$ cat src/rtl/io_port_ctrl_if.sv
// Port bundle between the CPU-side port user, the TX device and the RX producer.
// master: drives the instruction/device inputs; slave: the io_port_ctrl responder.
interface io_port_if #(
  parameter int DW    = 16,
  parameter int DEPTH = 4
);
  localparam int CW = $clog2(DEPTH) + 1;

  logic          PortWrite;
  logic          PortRead;
  logic [DW-1:0] WrData;
  logic [DW-1:0] RdData;
  logic          Stall;
  logic [DW-1:0] TxData;
  logic          TxValid;
  logic          TxReady;
  logic [DW-1:0] RxData;
  logic          RxValid;
  logic          RxReady;
  logic [CW-1:0] TxCount;
  logic          TimeoutFlag;

  modport master (
    output PortWrite, PortRead, WrData, TxReady, RxData, RxValid,
    input  RdData, Stall, TxData, TxValid, RxReady, TxCount, TimeoutFlag
  );

  modport slave (
    input  PortWrite, PortRead, WrData, TxReady, RxData, RxValid,
    output RdData, Stall, TxData, TxValid, RxReady, TxCount, TimeoutFlag
  );
endinterface

$ cat src/rtl/io_port_ctrl.sv
// io_port_ctrl: responder for the core's OUT/IN port instructions.
// OUT words go through a DEPTH-entry TX FIFO to a valid/ready device; IN words
// come from a one-entry RX holding buffer. Stall holds the core while an OUT
// finds the FIFO full or an IN finds the RX buffer empty.
// Optional IN wait limit enabled by defining IO_TIMEOUT_EN (adds TIMEOUT param).
//
// RX buffer states:
//   state    | meaning
//   RX_OFF   | first cycle after reset release, RxReady held low
//   RX_EMPTY | buffer free, RxReady high, waiting for a device word
//   RX_FULL  | buffer holds a word for the next IN (rxv = 1)
module io_port_ctrl #(
  parameter int DW    = 16,
  parameter int DEPTH = 4
`ifdef IO_TIMEOUT_EN
  , parameter int TIMEOUT = 255
`endif
) (
  input logic      clk,
  input logic      reset,
  io_port_if.slave port
);
  localparam int AW = $clog2(DEPTH);
  localparam int CW = AW + 1;

  typedef enum logic [1:0] {RX_OFF, RX_EMPTY, RX_FULL} rx_state_t;

  rx_state_t     rx_state, rx_state_nxt;
  logic [DW-1:0] mem [DEPTH];
  logic [AW-1:0] wr_ptr, rd_ptr;
  logic [CW-1:0] count;
  logic [DW-1:0] rx_buf;
  logic          full, rxv, to_hit, stall;
  logic          push, pop, rd_commit, rx_capture;

  assign full       = (count == CW'(DEPTH));
  assign rxv        = (rx_state == RX_FULL);
  // A timeout releases only the read-side stall; a full FIFO still holds an OUT.
  assign stall      = (port.PortWrite & full) | (port.PortRead & ~rxv & ~to_hit);
  assign push       = port.PortWrite & ~stall;
  assign pop        = (count != '0) & port.TxReady;
  assign rd_commit  = port.PortRead & ~stall;
  assign rx_capture = (rx_state == RX_EMPTY) & port.RxValid;

  assign port.Stall   = stall;
  assign port.TxValid = (count != '0);
  assign port.TxData  = mem[rd_ptr];
  assign port.TxCount = count;
  assign port.RxReady = (rx_state == RX_EMPTY);
  assign port.RdData  = rxv ? rx_buf : '0;

  // TX storage: written on an accepted OUT, no reset needed since count gates validity.
  always_ff @(posedge clk) begin
    if (push) mem[wr_ptr] <= port.WrData;
  end

  // TX pointers and occupancy; pointers wrap at DEPTH, count tells full from empty.
  always_ff @(posedge clk or posedge reset) begin
    if (reset) begin
      wr_ptr <= '0;
      rd_ptr <= '0;
      count  <= '0;
    end else begin
      if (push) wr_ptr <= wr_ptr + 1'b1;
      if (pop)  rd_ptr <= rd_ptr + 1'b1;
      case ({push, pop})
        2'b10:   count <= count + 1'b1;
        2'b01:   count <= count - 1'b1;
        default: count <= count;
      endcase
    end
  end

  // RX buffer state register.
  always_ff @(posedge clk or posedge reset) begin
    if (reset) rx_state <= RX_OFF;
    else       rx_state <= rx_state_nxt;
  end

  // RX next state: fill from the device, drain on a committed IN.
  always_comb begin
    rx_state_nxt = rx_state;
    case (rx_state)
      RX_OFF:   rx_state_nxt = RX_EMPTY;
      RX_EMPTY: if (port.RxValid) rx_state_nxt = RX_FULL;
      RX_FULL:  if (rd_commit) rx_state_nxt = RX_EMPTY;
      default:  rx_state_nxt = RX_OFF;
    endcase
  end

  // RX data holding register, loaded only when the buffer is free.
  always_ff @(posedge clk or posedge reset) begin
    if (reset)           rx_buf <= '0;
    else if (rx_capture) rx_buf <= port.RxData;
  end

`ifdef IO_TIMEOUT_EN
  localparam int TW = (TIMEOUT < 1) ? 1 : $clog2(TIMEOUT + 1);

  logic [TW-1:0] to_cnt;
  logic          to_flag;
  logic          read_wait;

  assign read_wait        = port.PortRead & ~rxv;
  assign to_hit           = read_wait & (to_cnt == TW'(TIMEOUT));
  assign port.TimeoutFlag = to_flag;

  // IN wait counter; on reaching the limit the IN is forced through with zero data.
  always_ff @(posedge clk or posedge reset) begin
    if (reset) begin
      to_cnt  <= '0;
      to_flag <= 1'b0;
    end else if (!read_wait) begin
      to_cnt <= '0;
    end else if (to_hit) begin
      if (!stall) begin
        to_cnt  <= '0;
        to_flag <= 1'b1;
      end
    end else begin
      to_cnt <= to_cnt + 1'b1;
    end
  end
`else
  assign to_hit           = 1'b0;
  assign port.TimeoutFlag = 1'b0;
`endif
endmodule

$ cat src/flat_wrapper.sv
// flat-port wrapper written by rule: the top's interface ports become plain ports
module io_port_ctrl_flat 
#(
  parameter int DW    = 16,
  parameter int DEPTH = 4

)
  (clk, reset, port_PortWrite, port_PortRead, port_WrData, port_TxReady, port_RxData, port_RxValid, port_RdData, port_Stall, port_TxData, port_TxValid, port_RxReady, port_TxCount, port_TimeoutFlag);
  io_port_if #(.DW(DW), .DEPTH(DEPTH)) port_i ();
  input logic clk;
  input logic reset;
  input wire logic [$bits(port_i.PortWrite)-1:0] port_PortWrite;
  input wire logic [$bits(port_i.PortRead)-1:0] port_PortRead;
  input wire logic [$bits(port_i.WrData)-1:0] port_WrData;
  input wire logic [$bits(port_i.TxReady)-1:0] port_TxReady;
  input wire logic [$bits(port_i.RxData)-1:0] port_RxData;
  input wire logic [$bits(port_i.RxValid)-1:0] port_RxValid;
  output wire logic [$bits(port_i.RdData)-1:0] port_RdData;
  output wire logic [$bits(port_i.Stall)-1:0] port_Stall;
  output wire logic [$bits(port_i.TxData)-1:0] port_TxData;
  output wire logic [$bits(port_i.TxValid)-1:0] port_TxValid;
  output wire logic [$bits(port_i.RxReady)-1:0] port_RxReady;
  output wire logic [$bits(port_i.TxCount)-1:0] port_TxCount;
  output wire logic [$bits(port_i.TimeoutFlag)-1:0] port_TimeoutFlag;
  assign port_i.PortWrite = port_PortWrite;
  assign port_i.PortRead = port_PortRead;
  assign port_i.WrData = port_WrData;
  assign port_i.TxReady = port_TxReady;
  assign port_i.RxData = port_RxData;
  assign port_i.RxValid = port_RxValid;
  assign port_RdData = port_i.RdData;
  assign port_Stall = port_i.Stall;
  assign port_TxData = port_i.TxData;
  assign port_TxValid = port_i.TxValid;
  assign port_RxReady = port_i.RxReady;
  assign port_TxCount = port_i.TxCount;
  assign port_TimeoutFlag = port_i.TimeoutFlag;
  io_port_ctrl #(.DW(DW), .DEPTH(DEPTH)) u_core (.clk(clk), .reset(reset), .port(port_i));
endmodule
$ cat config.mk
export PLATFORM = sky130hd
export DESIGN_NAME = io_port_ctrl_flat
export DESIGN_NICKNAME = d
export VERILOG_FILES = /design/src/rtl/io_port_ctrl_if.sv /design/src/rtl/io_port_ctrl.sv /design/src/flat_wrapper.sv
export SDC_FILE = /design/constraint.sdc
export NUM_CORES = 1
export LEC_CHECK = 0
export ABC_AREA = 1
export BUFFER_PORTS_ARGS = -buffer_cell sky130_fd_sc_hd__buf_2
export CORE_MARGIN = 2
export CORE_UTILIZATION = 58
export DETAILED_ROUTE_END_ITERATION = 10
export PLACE_DENSITY_LB_ADDON = 0.25
export SLEW_MARGIN = 15
export SYNTH_ARGS = -nofsm -noshare
export SYNTH_HDL_FRONTEND = slang
export SYNTH_SLANG_ARGS = --single-unit
$ cat constraint.sdc
create_clock -name clk -period 4.7 [get_ports clk]
set_clock_uncertainty 0.05 [all_clocks]
set_input_delay 0.47 -clock clk [delete_from_list [all_inputs] [get_ports clk]]
set_output_delay 0.47 -clock clk [all_outputs]
set_load 0.005 [all_outputs]
## Word-level counts from Yosys, hierarchy flattened

Memory sizes are Yosys's and may differ from the RTL's.
Cells that the tools add are included.

- Bits of input ports: 38
- Logic and storage cells: 37
- Output and inout port bits: 39
- Memories kept: 1
- RAM bits: 64
- Flip-flop bits (word level): 25

- Equal/unequal tests: 7
- Bitwise gates (word level): 9
- Add/subtract/negate cells: 4
- Reduce and logical (&&, ||, !) cells: 4
- Mux-type cells: 7

Memories:

| memory | words | bits a word | read ports | clocked after Yosys merged registers in | write ports | RTL line | text |
|---|---|---|---|---|---|---|---|
| u_core.mem | 4 | 16 | 1 | 0 | 1 | io_port_ctrl.sv:29 | `logic [DW-1:0] mem [DEPTH];` |

Operators by type and width:

| cell | count |
|---|---|
| 2-to-1 mux 16 bit | 1 |
| AND 1 bit | 6 |
| case mux 2 bit (3 select lines) | 1 |
| case mux 3 bit (2 select lines) | 1 |
| adder 2 x 1 -> 2 bit (second input constant) | 2 |
| equality test 2 x 1 -> 1 bit (second input constant) | 2 |
| equality test 2 bit (second input constant) | 2 |
| 2-to-1 mux 2 bit | 2 |
| != test 2 bit (second input constant) | 2 |
| adder 3 x 1 -> 3 bit (second input constant) | 1 |
| equality test 3 bit (second input constant) | 1 |
| nonzero test 3 bit | 1 |
| subtractor 3 x 1 -> 3 bit (second input constant) | 1 |
| logical NOT 2 bit | 1 |
| 2-to-1 mux 1 bit | 2 |
| inverter 1 bit | 2 |
| AND reduction 2 bit | 1 |
| nonzero test 2 bit | 1 |
| OR 1 bit | 1 |

## Longest topological paths before layout

- Depth in word-level cells: 8
- Depth in mapped cells: 11
- Depth with buffers taken out: 11

## Least setup slack after synthesis

OpenSTA, ideal clock, no wires.

- Path kind: reg-to-reg
- From: register u_core.rx_state[0]
- To: memory u_core.mem[0][0] (enable)
- Buffers on the path: 0
- Arrival: 1,453 ps
- Required time: 4,261 ps
- Clock period less this slack: 1,891 ps
- Stages on the path, launching flop included: 6
- Setup time: 389 ps
- Path slack: 2,809 ps
- Path through: dfrtp_1 > inv_2 > nand2_2 > nand2_4 > nand3_4 > nor2_1

- Word-level cells in the longest chain between the ends: 8

Ends and longest elaborated chain:

| element | RTL line | text |
|---|---|---|
| start: declaration | io_port_ctrl.sv:28 | `rx_state_t rx_state, rx_state_nxt;` |
| start signal: assignment | io_port_ctrl.sv:77 | `else rx_state <= rx_state_nxt;` |
| equality test 2 bit | io_port_ctrl.sv:37 | `assign rxv = (rx_state == RX_FULL);` |
| inverter 1 bit | io_port_ctrl.sv:39 | `assign stall = (port.PortWrite & full) \| (port.PortRead & ~rxv & ~to_hit);` |
| AND 1 bit | io_port_ctrl.sv:39 |  |
| OR 1 bit | io_port_ctrl.sv:39 |  |
| inverter 1 bit | io_port_ctrl.sv:40 | `assign push = port.PortWrite & ~stall;` |
| AND 1 bit | io_port_ctrl.sv:40 |  |
| 2-to-1 mux 1 bit | io_port_ctrl.sv:54 | `if (push) mem[wr_ptr] <= port.WrData;` |
| 2-to-1 mux 1 bit (not written as such) | io_port_ctrl.sv:54 |  |
| end: declaration | io_port_ctrl.sv:29 |  |

Every way passes these cells.

## Worst setup path in the final report

- From: register u_core.rd_ptr[0]
- To: output port port_TxData[14]

- Word-level cells in the longest chain between the ends: 1

Ends and longest elaborated chain:

| element | RTL line | text |
|---|---|---|
| start: declaration | io_port_ctrl.sv:30 | `logic [AW-1:0] wr_ptr, rd_ptr;` |
| start signal: assignment | io_port_ctrl.sv:65 | `if (pop) rd_ptr <= rd_ptr + 1'b1;` |
| memory read (4 x 16 bit) | -- |  |
| end: declaration | flat_wrapper.sv:20 | `output wire logic [$bits(port_i.TxData)-1:0] port_TxData;` |

Every way passes these cells.

==> impl_metrics.json <==
{
  "yosys_warnings": 0,
  "rr_startpoint": "u_core.rx_state[1]",
  "synth.top_cell.area_share_pct": 51.18,
  "fp.dieH_um": 84.46,
  "nFillCells": 475,
  "routed_wl_um": 6618,
  "worst_pin_slew_ns": 1.033,
  "crit_type": "register to output pin",
  "avgSynthCellArea_um2": 12.00,
  "cts_root_buf": "clkbuf_8",
  "cp_slowest_cell": "dfrtp_1",
  "synth_fp_nets": 357,
  "seq_area_um2": 2547,
  "power-per-cell-area_nw_per_um2": 573.6,
  "cp-start-kind": "register",
  "drt_first_pass_iters": 4,
  "period_share_pct": 58.54,
  "clock-sinks": 89,
  "reg2reg_slack_ns": 2.61,
  "synthCells": 313,
  "end_kind": "output pin",
  "cts_buffer_depth": 2,
  "syn-cell-area_um2": 3755,
  "gp_congestion": 0.7232,
  "drt_iter0_markers": 142,
  "ys_ff_latch": 89,
  "pin_count": 77,
  "ir_drop_mv": 0.3263,
  "grt_max_degree": 35,
  "ys_seq_area_share_pct": 67.84,
  "p_int_w": 0.001576,
  "setup_viol_count_final": 0,
  "synthArstFlopShare_pct": 28.09,
  "core_um2": 6314,
  "maxSlewHeadroom_pct": 31.15,
  "fin_cells": 470,
  "critPathMaxStageDelay_ns": 1.02,
  "hold_buffers": 0,
  "synth_common_cells": "64 x edfxtp_1, 64 x nor2_1, 32 x inv_1",
  "row_count": 29,
  "crit_chain": "inv_4 -> o21ai_0 -> o22ai_1 -> buf_2",
  "synthToLayoutAreaGrowth_pct": 15.06,
  "viasPerCell": 5.274,
  "portBuffers": 75,
  "drc": 0,
  "max-cap-violations": 0,
  "diodes": 0,
  "synth_area_leader_cell": "edfxtp_1",
  "synthTopCellsByArea": "edfxtp_1 51%, dfrtp_1 17%, nor2_1 6.4%",
  "dieArea_um2": 7133,
  "fmax_ghz": 0.3635,
  "grt_use_total_pct": 19.75,
  "slew_violations": 0,
  "synth_cell_types": 28,
  "placed_cells_incl_taps": 454,
  "combPwrFrac_pct": 35.0,
  "fin_crit_ns": 2.751,
  "pre_cts_slack_ns": 2.306,
  "grt_remaining_overflow": 0,
  "die_w_um": 84.46,
  "cp.arrival_ns": 2.23,
  "switchingPower_w": 0.0009024,
  "start_util_pct": 59.47,
  "final.setup.tns_ns": 0,
  "insertion_delay_ns": 0.34,
  "antenna_found_initial": 0,
  "numCtsBuffers": 9,
  "ant_nets": 0,
  "grt_pass1_vias": 2456,
  "switching_share_pct": 36.42,
  "postCtsSetupRepairBufs": 0,
  "post_route_cells_drive_above_1_share_pct": 31.55,
  "grt_pass1_wl_um": 10950,
  "pwr-share-seq_pct": 46.1,
  "rr_endpoint": "u_core.port.TxCount[2]",
  "path_clk_slew_ns": 0.09,
  "h-tree-depth": 3,
  "power_w": 0.002478,
  "status": "finished, final reports clean",
  "min_path_type": "primary input to async pin",
  "post-dp-hpwl_um": 4349,
  "p_clk_share_pct": 18.8,
  "synth_top_flop_cell": "edfxtp_1",
  "critPathRequiredTime_ns": 4.18,
  "nets": 432,
  "placed_area_um2": 4140,
  "cp_max_fo": 34,
  "cts_tree": "done",
  "ff2ff_path_depth": 10,
  "hold_viol_final": 0,
  "fin_area_um2": 4320,
  "wl_per_cell_um": 14.08,
  "vias": 2479,
  "rsz0062_at_grt": "false",
  "multi_input_area_um2": 955.9,
  "timing.final.ws_setup_ns": 1.949,
  "synth_edf_count": 64,
  "power.leakage_nw": 1.869,
  "cts-resized-gates": 0
}
cells in the final DEF, fill, tap and decap left out, drive strengths merged:
master	instances
nand2	23
xnor2	2
o21ai	34
conb	1
dfrtp	25
edfxtp	64
inv	35
clkinvlp	2
buf	79
fa	1
nand3	1
clkinv	4
ha	5
nand3b	1
nor2	70
o22ai	16
xor2	2
a21oi	16
nand4	2
clkbuf	10
logic make-up after synthesis:
kind of cell | after synthesis | share of synthesized area, %
compound gates | 66 | 10.93
xor+xnor | 4 | 0.9332
fa+ha+maj | 6 | 2.199
buf+inv | 50 | 6.697
flops | 89 | 67.84
other cells | 1 | 0.09987
simple gates | 97 | 11.30
final cells by class:
cell class / instances / area share (%)
Timing Repair Buffer: 79 / 9.383
Tap cell: 77 / 2.230
Multi-Input combinational cell: 174 / 22.13
Inverter: 35 / 3.128
Clock buffer: 10 / 3.186
Sequential cell: 89 / 58.96
Clock inverter: 6 / 0.9847
critical path: cells and delay by family, from the launching register on:
family,cells,cell delay [ns]
compound gates,2,0.41
buf+inv,2,0.45
flops,1,1.02
power groups by stage:
stage	logic, W	clock network (W)	registers (W)
3_3_place_gp	0.000849	0	0.00115
4_1_cts	0.000884	0.000479	0.00114
5_1_grt	0.000997	0.000512	0.00116
2_1_floorplan	0.000686	0	0.00109
3_5_place_dp	0.000880	0	0.00116
6_report	0.000868	0.000467	0.00114
stage by stage:
stage	hold slack, ns	utilization [%]
detailed placement	0.4492	65.58
global route	0.2728	68.43
finish	0.2747	68.43
CTS	0.2743	68.43
global placement	0.4432	65.58
floorplan	0.4301	-
registers in the layout, summed over array words and instances, names as in the netlist:
register	flops
u_core.rx_state	2
u_core.rx_buf	16
u_core.port.TxCount	3
u_core.rd_ptr	2
u_core.wr_ptr	2
u_core.mem	64
layer usage:
metal	global-route usage (%)	wire length [um]	part of all wire [%]	vias to the layer above
met3	4.720	426	6.4	16
met2	32.03	3265	49	79
li1	-	-	-	1203
met5	0	0	0	-
met4	10.25	170	2.6	0
met1	24.95	2756	42	1181
worst max path at each step:
stage,cells after the start,from,to
after detailed placement,4,u_core.rd_ptr[0],port_TxData[14]
after CTS,4,u_core.rd_ptr[0],port_TxData[14]
after global routing,4,u_core.rd_ptr[0],port_TxData[3]
after global placement,4,u_core.rd_ptr[0],port_TxData[3]
final,4,u_core.rd_ptr[0],port_TxData[14]
after floorplan,5,u_core.rx_state[0],u_core.mem[0][0]
No activity file was read; power rests on OpenSTA's default activity.
